File: src/rtl/dlx_wb_fwd_if.sv
// Bundle between the DLX ID stage, the write-back controller and the register file ports.
// master drives the ID/datapath side; slave is the controller.
interface dlx_wb_fwd_if #(
  parameter int XLEN = 32,
  parameter int NREG = 32
);
  localparam int RA = $clog2(NREG);

  logic            id_valid;
  logic [RA-1:0]   id_rs1;
  logic [RA-1:0]   id_rs2;
  logic            id_use1;
  logic            id_use2;
  logic [RA-1:0]   id_rd;
  logic            id_wr;
  logic            id_load;
  logic            flush;
  logic [XLEN-1:0] ex_result;
  logic [XLEN-1:0] mem_rdata;
  logic [XLEN-1:0] rf_s1;
  logic [XLEN-1:0] rf_s2;
  logic            stall;
  logic [XLEN-1:0] op_a;
  logic [XLEN-1:0] op_b;
  logic            WB;
  logic [RA-1:0]   Rd;
  logic [XLEN-1:0] reg_s;

  modport master (
    output id_valid, id_rs1, id_rs2, id_use1, id_use2, id_rd, id_wr, id_load, flush,
    output ex_result, mem_rdata, rf_s1, rf_s2,
    input  stall, op_a, op_b, WB, Rd, reg_s
  );

  modport slave (
    input  id_valid, id_rs1, id_rs2, id_use1, id_use2, id_rd, id_wr, id_load, flush,
    input  ex_result, mem_rdata, rf_s1, rf_s2,
    output stall, op_a, op_b, WB, Rd, reg_s
  );
endinterface

File: src/rtl/dlx_wb_fwd.sv
// DLX register-file write-side controller: tracks EX/MEM/WB destinations, drives the
// regfile write port from WB and resolves ID operands by bypass or stall.
module dlx_wb_fwd #(
  parameter int XLEN   = 32,
  parameter int NREG   = 32,
  parameter bit FWD_EN = 1'b1
) (
  input  logic           clk,
  input  logic           rst_n,
  dlx_wb_fwd_if.slave    bus
);
  localparam int RA = $clog2(NREG);

  logic            ex_valid, ex_wr, ex_load;
  logic [RA-1:0]   ex_rd;
  logic            mem_valid, mem_wr, mem_load;
  logic [RA-1:0]   mem_rd;
  logic [XLEN-1:0] mem_val;
  logic            wb_valid, wb_wr;
  logic [RA-1:0]   wb_rd;
  logic [XLEN-1:0] wb_val;

  logic            hx1, hm1, hw1, hx2, hm2, hw2;
  logic            stall_c;
  logic [XLEN-1:0] mem_fwd;

  function automatic logic hit(input logic v, input logic w, input logic [RA-1:0] rd,
                               input logic [RA-1:0] src, input logic use_src);
    return v && w && (rd == src) && (src != '0) && use_src;
  endfunction

  function automatic logic [XLEN-1:0] pick(input logic is_r0, input logic h_ex,
                                           input logic h_mem, input logic h_wb,
                                           input logic [XLEN-1:0] v_ex, input logic [XLEN-1:0] v_mem,
                                           input logic [XLEN-1:0] v_wb, input logic [XLEN-1:0] rf);
    if (is_r0)      return '0;
    else if (h_ex)  return v_ex;
    else if (h_mem) return v_mem;
    else if (h_wb)  return v_wb;
    else            return rf;
  endfunction

  always_comb begin
    hx1 = hit(ex_valid,  ex_wr,  ex_rd,  bus.id_rs1, bus.id_use1);
    hm1 = hit(mem_valid, mem_wr, mem_rd, bus.id_rs1, bus.id_use1);
    hw1 = hit(wb_valid,  wb_wr,  wb_rd,  bus.id_rs1, bus.id_use1);
    hx2 = hit(ex_valid,  ex_wr,  ex_rd,  bus.id_rs2, bus.id_use2);
    hm2 = hit(mem_valid, mem_wr, mem_rd, bus.id_rs2, bus.id_use2);
    hw2 = hit(wb_valid,  wb_wr,  wb_rd,  bus.id_rs2, bus.id_use2);
    mem_fwd = mem_load ? bus.mem_rdata : mem_val;
  end

  generate
    if (FWD_EN) begin : g_fwd
      // A load in EX has no data yet, so it cannot be the bypass source; stall covers it.
      assign stall_c  = bus.id_valid && !bus.flush && (hx1 || hx2) && ex_load;
      assign bus.op_a = pick(bus.id_rs1 == '0, hx1 && !ex_load, hm1, hw1,
                             bus.ex_result, mem_fwd, wb_val, bus.rf_s1);
      assign bus.op_b = pick(bus.id_rs2 == '0, hx2 && !ex_load, hm2, hw2,
                             bus.ex_result, mem_fwd, wb_val, bus.rf_s2);
    end else begin : g_nofwd
      assign stall_c  = bus.id_valid && !bus.flush && (hx1 || hm1 || hw1 || hx2 || hm2 || hw2);
      assign bus.op_a = bus.rf_s1;
      assign bus.op_b = bus.rf_s2;
    end
  endgenerate

  assign bus.stall = stall_c;

  always_ff @(posedge clk or negedge rst_n) begin
    if (!rst_n) begin
      ex_valid  <= 1'b0;
      ex_wr     <= 1'b0;
      ex_load   <= 1'b0;
      ex_rd     <= '0;
      mem_valid <= 1'b0;
      mem_wr    <= 1'b0;
      mem_load  <= 1'b0;
      mem_rd    <= '0;
      mem_val   <= '0;
      wb_valid  <= 1'b0;
      wb_wr     <= 1'b0;
      wb_rd     <= '0;
      wb_val    <= '0;
    end else begin
      ex_valid  <= bus.id_valid && !stall_c && !bus.flush;
      ex_wr     <= bus.id_wr;
      ex_load   <= bus.id_load;
      ex_rd     <= bus.id_rd;
      mem_valid <= ex_valid;
      mem_wr    <= ex_wr;
      mem_load  <= ex_load;
      mem_rd    <= ex_rd;
      mem_val   <= bus.ex_result;
      wb_valid  <= mem_valid;
      wb_wr     <= mem_wr;
      wb_rd     <= mem_rd;
      wb_val    <= mem_fwd;
    end
  end

  // r0 is never written, even if an instruction names it as destination.
  assign bus.WB    = wb_valid && wb_wr && (wb_rd != '0);
  assign bus.Rd    = wb_rd;
  assign bus.reg_s = wb_val;
endmodule

File: src/flat_wrapper.sv
// flat-port wrapper written by rule: the top's interface ports become plain ports
module dlx_wb_fwd_flat 
#(
  parameter int XLEN   = 32,
  parameter int NREG   = 32,
  parameter bit FWD_EN = 1'b1
)
  (clk, rst_n, bus_id_valid, bus_id_rs1, bus_id_rs2, bus_id_use1, bus_id_use2, bus_id_rd, bus_id_wr, bus_id_load, bus_flush, bus_ex_result, bus_mem_rdata, bus_rf_s1, bus_rf_s2, bus_stall, bus_op_a, bus_op_b, bus_WB, bus_Rd, bus_reg_s);
  dlx_wb_fwd_if #(.XLEN(XLEN), .NREG(NREG)) bus_i ();
  input  logic clk;
  input  logic rst_n;
  input wire logic [$bits(bus_i.id_valid)-1:0] bus_id_valid;
  input wire logic [$bits(bus_i.id_rs1)-1:0] bus_id_rs1;
  input wire logic [$bits(bus_i.id_rs2)-1:0] bus_id_rs2;
  input wire logic [$bits(bus_i.id_use1)-1:0] bus_id_use1;
  input wire logic [$bits(bus_i.id_use2)-1:0] bus_id_use2;
  input wire logic [$bits(bus_i.id_rd)-1:0] bus_id_rd;
  input wire logic [$bits(bus_i.id_wr)-1:0] bus_id_wr;
  input wire logic [$bits(bus_i.id_load)-1:0] bus_id_load;
  input wire logic [$bits(bus_i.flush)-1:0] bus_flush;
  input wire logic [$bits(bus_i.ex_result)-1:0] bus_ex_result;
  input wire logic [$bits(bus_i.mem_rdata)-1:0] bus_mem_rdata;
  input wire logic [$bits(bus_i.rf_s1)-1:0] bus_rf_s1;
  input wire logic [$bits(bus_i.rf_s2)-1:0] bus_rf_s2;
  output wire logic [$bits(bus_i.stall)-1:0] bus_stall;
  output wire logic [$bits(bus_i.op_a)-1:0] bus_op_a;
  output wire logic [$bits(bus_i.op_b)-1:0] bus_op_b;
  output wire logic [$bits(bus_i.WB)-1:0] bus_WB;
  output wire logic [$bits(bus_i.Rd)-1:0] bus_Rd;
  output wire logic [$bits(bus_i.reg_s)-1:0] bus_reg_s;
  assign bus_i.id_valid = bus_id_valid;
  assign bus_i.id_rs1 = bus_id_rs1;
  assign bus_i.id_rs2 = bus_id_rs2;
  assign bus_i.id_use1 = bus_id_use1;
  assign bus_i.id_use2 = bus_id_use2;
  assign bus_i.id_rd = bus_id_rd;
  assign bus_i.id_wr = bus_id_wr;
  assign bus_i.id_load = bus_id_load;
  assign bus_i.flush = bus_flush;
  assign bus_i.ex_result = bus_ex_result;
  assign bus_i.mem_rdata = bus_mem_rdata;
  assign bus_i.rf_s1 = bus_rf_s1;
  assign bus_i.rf_s2 = bus_rf_s2;
  assign bus_stall = bus_i.stall;
  assign bus_op_a = bus_i.op_a;
  assign bus_op_b = bus_i.op_b;
  assign bus_WB = bus_i.WB;
  assign bus_Rd = bus_i.Rd;
  assign bus_reg_s = bus_i.reg_s;
  dlx_wb_fwd #(.XLEN(XLEN), .NREG(NREG), .FWD_EN(FWD_EN)) u_core (.clk(clk), .rst_n(rst_n), .bus(bus_i));
endmodule
File: config.mk
export PLATFORM = sky130hd
export DESIGN_NAME = dlx_wb_fwd_flat
export DESIGN_NICKNAME = d
export VERILOG_FILES = /design/src/rtl/dlx_wb_fwd_if.sv /design/src/rtl/dlx_wb_fwd.sv /design/src/flat_wrapper.sv
export SDC_FILE = /design/constraint.sdc
export NUM_CORES = 1
export LEC_CHECK = 0
export BUFFER_PORTS_ARGS = -buffer_cell sky130_fd_sc_hd__buf_4
export CAP_MARGIN = 40
export CORE_MARGIN = 8
export CORE_UTILIZATION = 42
export DETAILED_ROUTE_END_ITERATION = 16
export PLACE_DENSITY = 0.73
export SYNTH_ARGS = -nofsm -noshare
export SYNTH_HDL_FRONTEND = slang
export SYNTH_SLANG_ARGS = --single-unit
File: constraint.sdc
create_clock -name clk -period 2.92 [get_ports clk]
set_input_delay 0.584 -clock clk [delete_from_list [all_inputs] [get_ports clk]]
set_output_delay 0.584 -clock clk [all_outputs]
set_load 0.01 [all_outputs]
=== Word-level counts from Yosys, hierarchy flattened ===
Index checks and enable logic that the tools add are counted.

* Register bits: 87
* Input bits: 151
* Word-level logic and storage cells: 66

* Equality and inequality tests: 6
* Mux-type cells: 9
* Reductions and logical operators: 38

{| class="wikitable"
|+ Operators with widths
! kind !! count
|-
| $mux 32 || 9
|-
| $eq 5x5->1 || 6
|-
| $logic_and 1x1->1 || 29
|-
| $reduce_bool 5->1 || 3
|-
| $logic_not 5->1 || 2
|-
| $logic_not 1->1 || 3
|-
| $logic_or 1x1->1 || 1
|}

=== Depth between registers and ports, before layout ===
* Word-level depth: 10
* Mapped depth: 9
* Mapped depth without buffers: 6

=== Worst setup path before layout ===
No wires, ideal clock.

* Path type: input port to output port
* Start: in bus_id_rs2[1]
* End: out bus_op_b[10]
* Arrival time: 2387 ps
* Setup slack: -51 ps
* Cell stages on the path: 9
* Cells stage by stage: or4_4 o21ai_4 or4_1 buf_2 o21ai_0 or2_1 clkbuf_1 buf_2 o21ai_0

* Word-level cells in the longest chain between the ends: 8
* Elaborated cells on any way between the ends: 19
* Classes of those cells: eq/ne (3); mux (4); reduce/logical (12)

{| class="wikitable"
|+ RTL lines
! element !! line !! text
|-
| start, declared || flat_wrapper.sv:14 || <nowiki>input wire logic [$bits(bus_i.id_rs2)-1:0] bus_id_rs2;</nowiki>
|-
| $eq 5x5->1 || dlx_wb_fwd.sv:29 || <nowiki>return v && w && (rd == src) && (src != '0) && use_src;</nowiki>
|-
| $logic_and 1x1->1 (3 in a row) || dlx_wb_fwd.sv:29 ||
|-
| $mux 32 || dlx_wb_fwd.sv:39 || <nowiki>else if (h_wb) return v_wb;</nowiki>
|-
| $mux 32 || dlx_wb_fwd.sv:38 || <nowiki>else if (h_mem) return v_mem;</nowiki>
|-
| $mux 32 || dlx_wb_fwd.sv:37 || <nowiki>else if (h_ex) return v_ex;</nowiki>
|-
| $mux 32 * || dlx_wb_fwd.sv:36 || <nowiki>if (is_r0) return '0;</nowiki>
|-
| end, declared || flat_wrapper.sv:27 || <nowiki>output wire logic [$bits(bus_i.op_b)-1:0] bus_op_b;</nowiki>
|}

Every way passes the cells marked *; elsewhere a longest branch is shown, timed or not.

=== Final worst setup path ===
* Start: in bus_id_rs2[2]
* End: out bus_op_b[31]

The elaborated chain is that of the path after synthesis.

==> results.sh <==
export IMPL_period_needed_ns=3.169
export IMPL_vias_per_cell=5.701
export IMPL_die_height_um=126.2
export IMPL_run_status="complete, but fails checks"
export IMPL_fp_dieW_um=126.2
export IMPL_dr_first_iter_drc_count=350
export IMPL_gp_congestion=0.8730
export IMPL_grt_max_degree=48
export IMPL_cpMostUsedCell="or4_4"
export IMPL_syn_area_per_cell_um2=9.652
export IMPL_combPwrFrac=0.241
export IMPL_dp_slack_ns=-0.2997
export IMPL_dr_pass1_iters=5
export IMPL_ctsHoldBuffers=0
export IMPL_drc=0
export IMPL_clock_latency_ns=0.34
export IMPL_met3_usage=0.07595
export IMPL_cpPeakStageDelay_ns=0.57
export IMPL_antenna_found_initial=1
export IMPL_crit_chain="buf_6, or4_4, o21ai_4, nor4_4, or4_4, buf_12, o221ai_2, buf_4"
export IMPL_place_area_mm2=0.007609
export IMPL_start_util=0.4278
export IMPL_cap_violations=0
export IMPL_cts_made_buffers=9
export IMPL_gr_max_usage_layer="met2"
export IMPL_critPathTopFamily="simple AND/OR/NAND/NOR gates"
export IMPL_grt_pass1_vias=5921
export IMPL_coreArea_mm2=0.01191
export IMPL_port_buffers=253
export IMPL_clkTransAtPathRegs_ns=0.06
export IMPL_dpl_hpwl_um=14980
export IMPL_slew_violations=0
export IMPL_grt_use_total=0.2535
export IMPL_syn_inst=528
export IMPL_pwr_share_seq=0.409
export IMPL_ant_nets=0
export IMPL_fill_cells=839
export IMPL_fin_crit_sh=1.085
export IMPL_area_delta_synth_final_pct=74.20
export IMPL_dp_cells=935
export IMPL_crit_path_end_kind="output port"
export IMPL_critical_path_arrival_ns=2.58
export IMPL_final_nets=976
export IMPL_final_cell_area_mm2=0.008877
export IMPL_drive_gt1_frac=0.5880
export IMPL_antenna_cells=0
export IMPL_syn_nets=679
export IMPL_finClkSkew_ns=0.01281
export IMPL_path_max_fanout=8
export IMPL_routed_wl_um=22180
export IMPL_worstRegToRegCells=7
export IMPL_clkPwrFrac=0.349
export IMPL_finalPower_mw=3.273
export IMPL_cts_tree="yes"
export IMPL_violations="negative setup slack"
export IMPL_worst_slack_ns=-0.2487
export IMPL_relSlewSlack=0.6196
export IMPL_rows=40
export IMPL_syn_area_mm2=0.005096
export IMPL_r2r_start="u_core.ex_rd[2]"
export IMPL_grt_first_pass_wirelength_um=32010
export IMPL_worst_slew_pin_slew_ns=0.5707
export IMPL_hold_path_class="in2async"
export IMPL_rrSetupSlack_ns=1.22
export IMPL_clk_path_buf_depth=2
export IMPL_grtUsageMet1=0.2800
export IMPL_clock_root_buffer="clkbuf_16"
export IMPL_ys_ff_latch=87
export IMPL_vias=5570
export IMPL_switching_power_uw=899.2
export IMPL_grt_remaining_overflow=0
export IMPL_irDropWorstVdd_uv=319.1
export IMPL_slowest_stage="or4_4"
export IMPL_io_pins=254
export IMPL_power_switching_share=0.2747
export IMPL_worst_path_buf_inv=3
export IMPL_final_cells=977
export IMPL_final_util=0.7453
export IMPL_die_area_mm2=0.01591
export IMPL_power_internal_mw=2.374
export IMPL_grt_util_met2=0.4553
export IMPL_rsz0062_at_grt="true"
export IMPL_rr_endpoint="u_core.ex_valid"
export IMPL_p_leak_nw=4.053
export IMPL_cellPowerDensity_mw_per_mm2=368.7
export IMPL_crit_type="in2out"
export IMPL_worstPathRequired_ns=2.34
export IMPL_start_kind="input port"
export IMPL_h_tree_depth=3
export IMPL_yosysWarnings=0
export IMPL_yosys_cell_types_count=34
export IMPL_hold_viol=0
export IMPL_synth_seq_area_share=0.4272
export IMPL_clock_sinks=87
export IMPL_fmax_ghz=0.3156
export IMPL_avgRoutedWirePerCell_um=22.71
export IMPL_setup_violations=64
-- power groups by stage --
stage                     Sequential (mW)  Clock (mW)  Combinational (mW)
final                                1.34        1.14               0.790
after global routing                 1.35        1.21               0.839
after CTS                            1.34        1.15               0.745
after detailed placement             1.36           0               0.692
after global placement               1.35           0               0.674
after floorplan                      1.36           0               0.237
-- metrics by stage --
| step | TNS, ns | hold WS (ns) |
|---|---|---|
| floorplan | -0.9845 | 0.2884 |
| global placement | -12.11 | 0.3822 |
| detailed placement | -13.85 | 0.3842 |
| CTS | -10.98 | 0.2513 |
| global route | -15.67 | 0.2690 |
| finish | -11.55 | 0.2351 |
-- worst max path at each step --
stage	start	slack [ns]	depth (start not counted)	to
3_5_place_dp	bus_id_rs2[1]	-0.30	8	bus_op_b[31]
6_report	bus_id_rs2[2]	-0.25	8	bus_op_b[31]
3_3_place_gp	bus_id_rs2[1]	-0.27	8	bus_op_b[31]
5_1_grt	u_core.bus.Rd[4]	-0.29	9	bus_op_a[2]
4_1_cts	bus_id_rs1[0]	-0.25	9	bus_op_a[27]
2_1_floorplan	bus_id_rs2[1]	-0.05	9	bus_op_b[10]
-- kinds of logic after synthesis --
group | synth area share
AOI/OAI and AO/OA | 0.1726
muxes | 0.1964
and+or+nand+nor | 0.09256
DFF | 0.4272
buffers and inverters | 0.05966
xor gates and xnor gates | 0.05156
-- cells in the final DEF (no fill, tap or decap), drive strengths merged, types with 2 or more instances in the layout --
| cell type | count |
|---|---|
| a21oi | 79 |
| buf | 321 |
| clkbuf | 14 |
| clkinv | 4 |
| dfrtp | 87 |
| inv | 32 |
| mux2 | 32 |
| mux2i | 64 |
| nand2 | 56 |
| nand3 | 2 |
| nand4 | 5 |
| nor2 | 3 |
| nor3 | 16 |
| nor4 | 4 |
| o21ai | 49 |
| o221ai | 18 |
| or4 | 5 |
| xnor2 | 23 |
| xor2 | 7 |
-- synthesized netlist by cell type --
library cell | count | share of area
a21o_1 | 1 | 0.0015
a21oi_1 | 79 | 0.078
and3b_1 | 1 | 0.0017
buf_1 | 3 | 0.0022
buf_2 | 5 | 0.0049
buf_4 | 3 | 0.0044
buf_6 | 2 | 0.0044
clkbuf_1 | 26 | 0.019
clkbuf_2 | 1 | 0.00098
dfrtp_1 | 87 | 0.43
inv_1 | 32 | 0.024
mux2_1 | 7 | 0.015
mux2_2 | 25 | 0.055
mux2i_1 | 64 | 0.13
nand2_1 | 56 | 0.041
nand3_1 | 2 | 0.0020
nand4_1 | 5 | 0.0061
nor2_1 | 3 | 0.0022
nor3_1 | 16 | 0.016
nor3b_1 | 1 | 0.0015
nor4_1 | 1 | 0.0012
nor4_2 | 3 | 0.0074
nor4b_1 | 1 | 0.0017
o21ai_0 | 42 | 0.041
o21ai_1 | 6 | 0.0059
o21ai_4 | 1 | 0.0032
o221ai_1 | 8 | 0.014
o221ai_2 | 10 | 0.029
or2_1 | 1 | 0.0012
or3b_2 | 1 | 0.0017
or4_1 | 3 | 0.0044
or4_4 | 2 | 0.0044
xnor2_1 | 23 | 0.040
xor2_1 | 7 | 0.012
-- state kept, by name, summed over array words and instances, names as in the netlist, 5 cells and up --
signal and flops:
u_core.bus.reg_s 32, u_core.mem_rd 5, u_core.ex_rd 5, u_core.bus.Rd 5, u_core.mem_val 32
-- timing repair --
item,CTS,global route
pin swaps,22,37
gates resized for setup,113,91
buffers inserted,9,12
setup endpoints to repair,64,64
gates cloned,4,5
-- layer usage --
metal	routed length, um	vias up	share of wire
met5	12	-	0.00054
met4	612	2	0.028
met3	1735	53	0.078
met2	11550	309	0.52
met1	8274	2730	0.37
li1	-	2476	-
-- final cells by class --
| cell class | count | area, um2 | area share |
|---|---|---|---|
| multi-input combinational | 369 | 3223 | 0.3631 |
| timing repair buffer | 326 | 2882 | 0.3246 |
| sequential | 87 | 2178 | 0.2454 |
| clock buffer | 10 | 229.0 | 0.02579 |
| tap | 147 | 183.9 | 0.02072 |
| inverter | 32 | 120.1 | 0.01353 |
| clock inverter | 6 | 61.31 | 0.006906 |
Power figures use the tool's default switching activity.
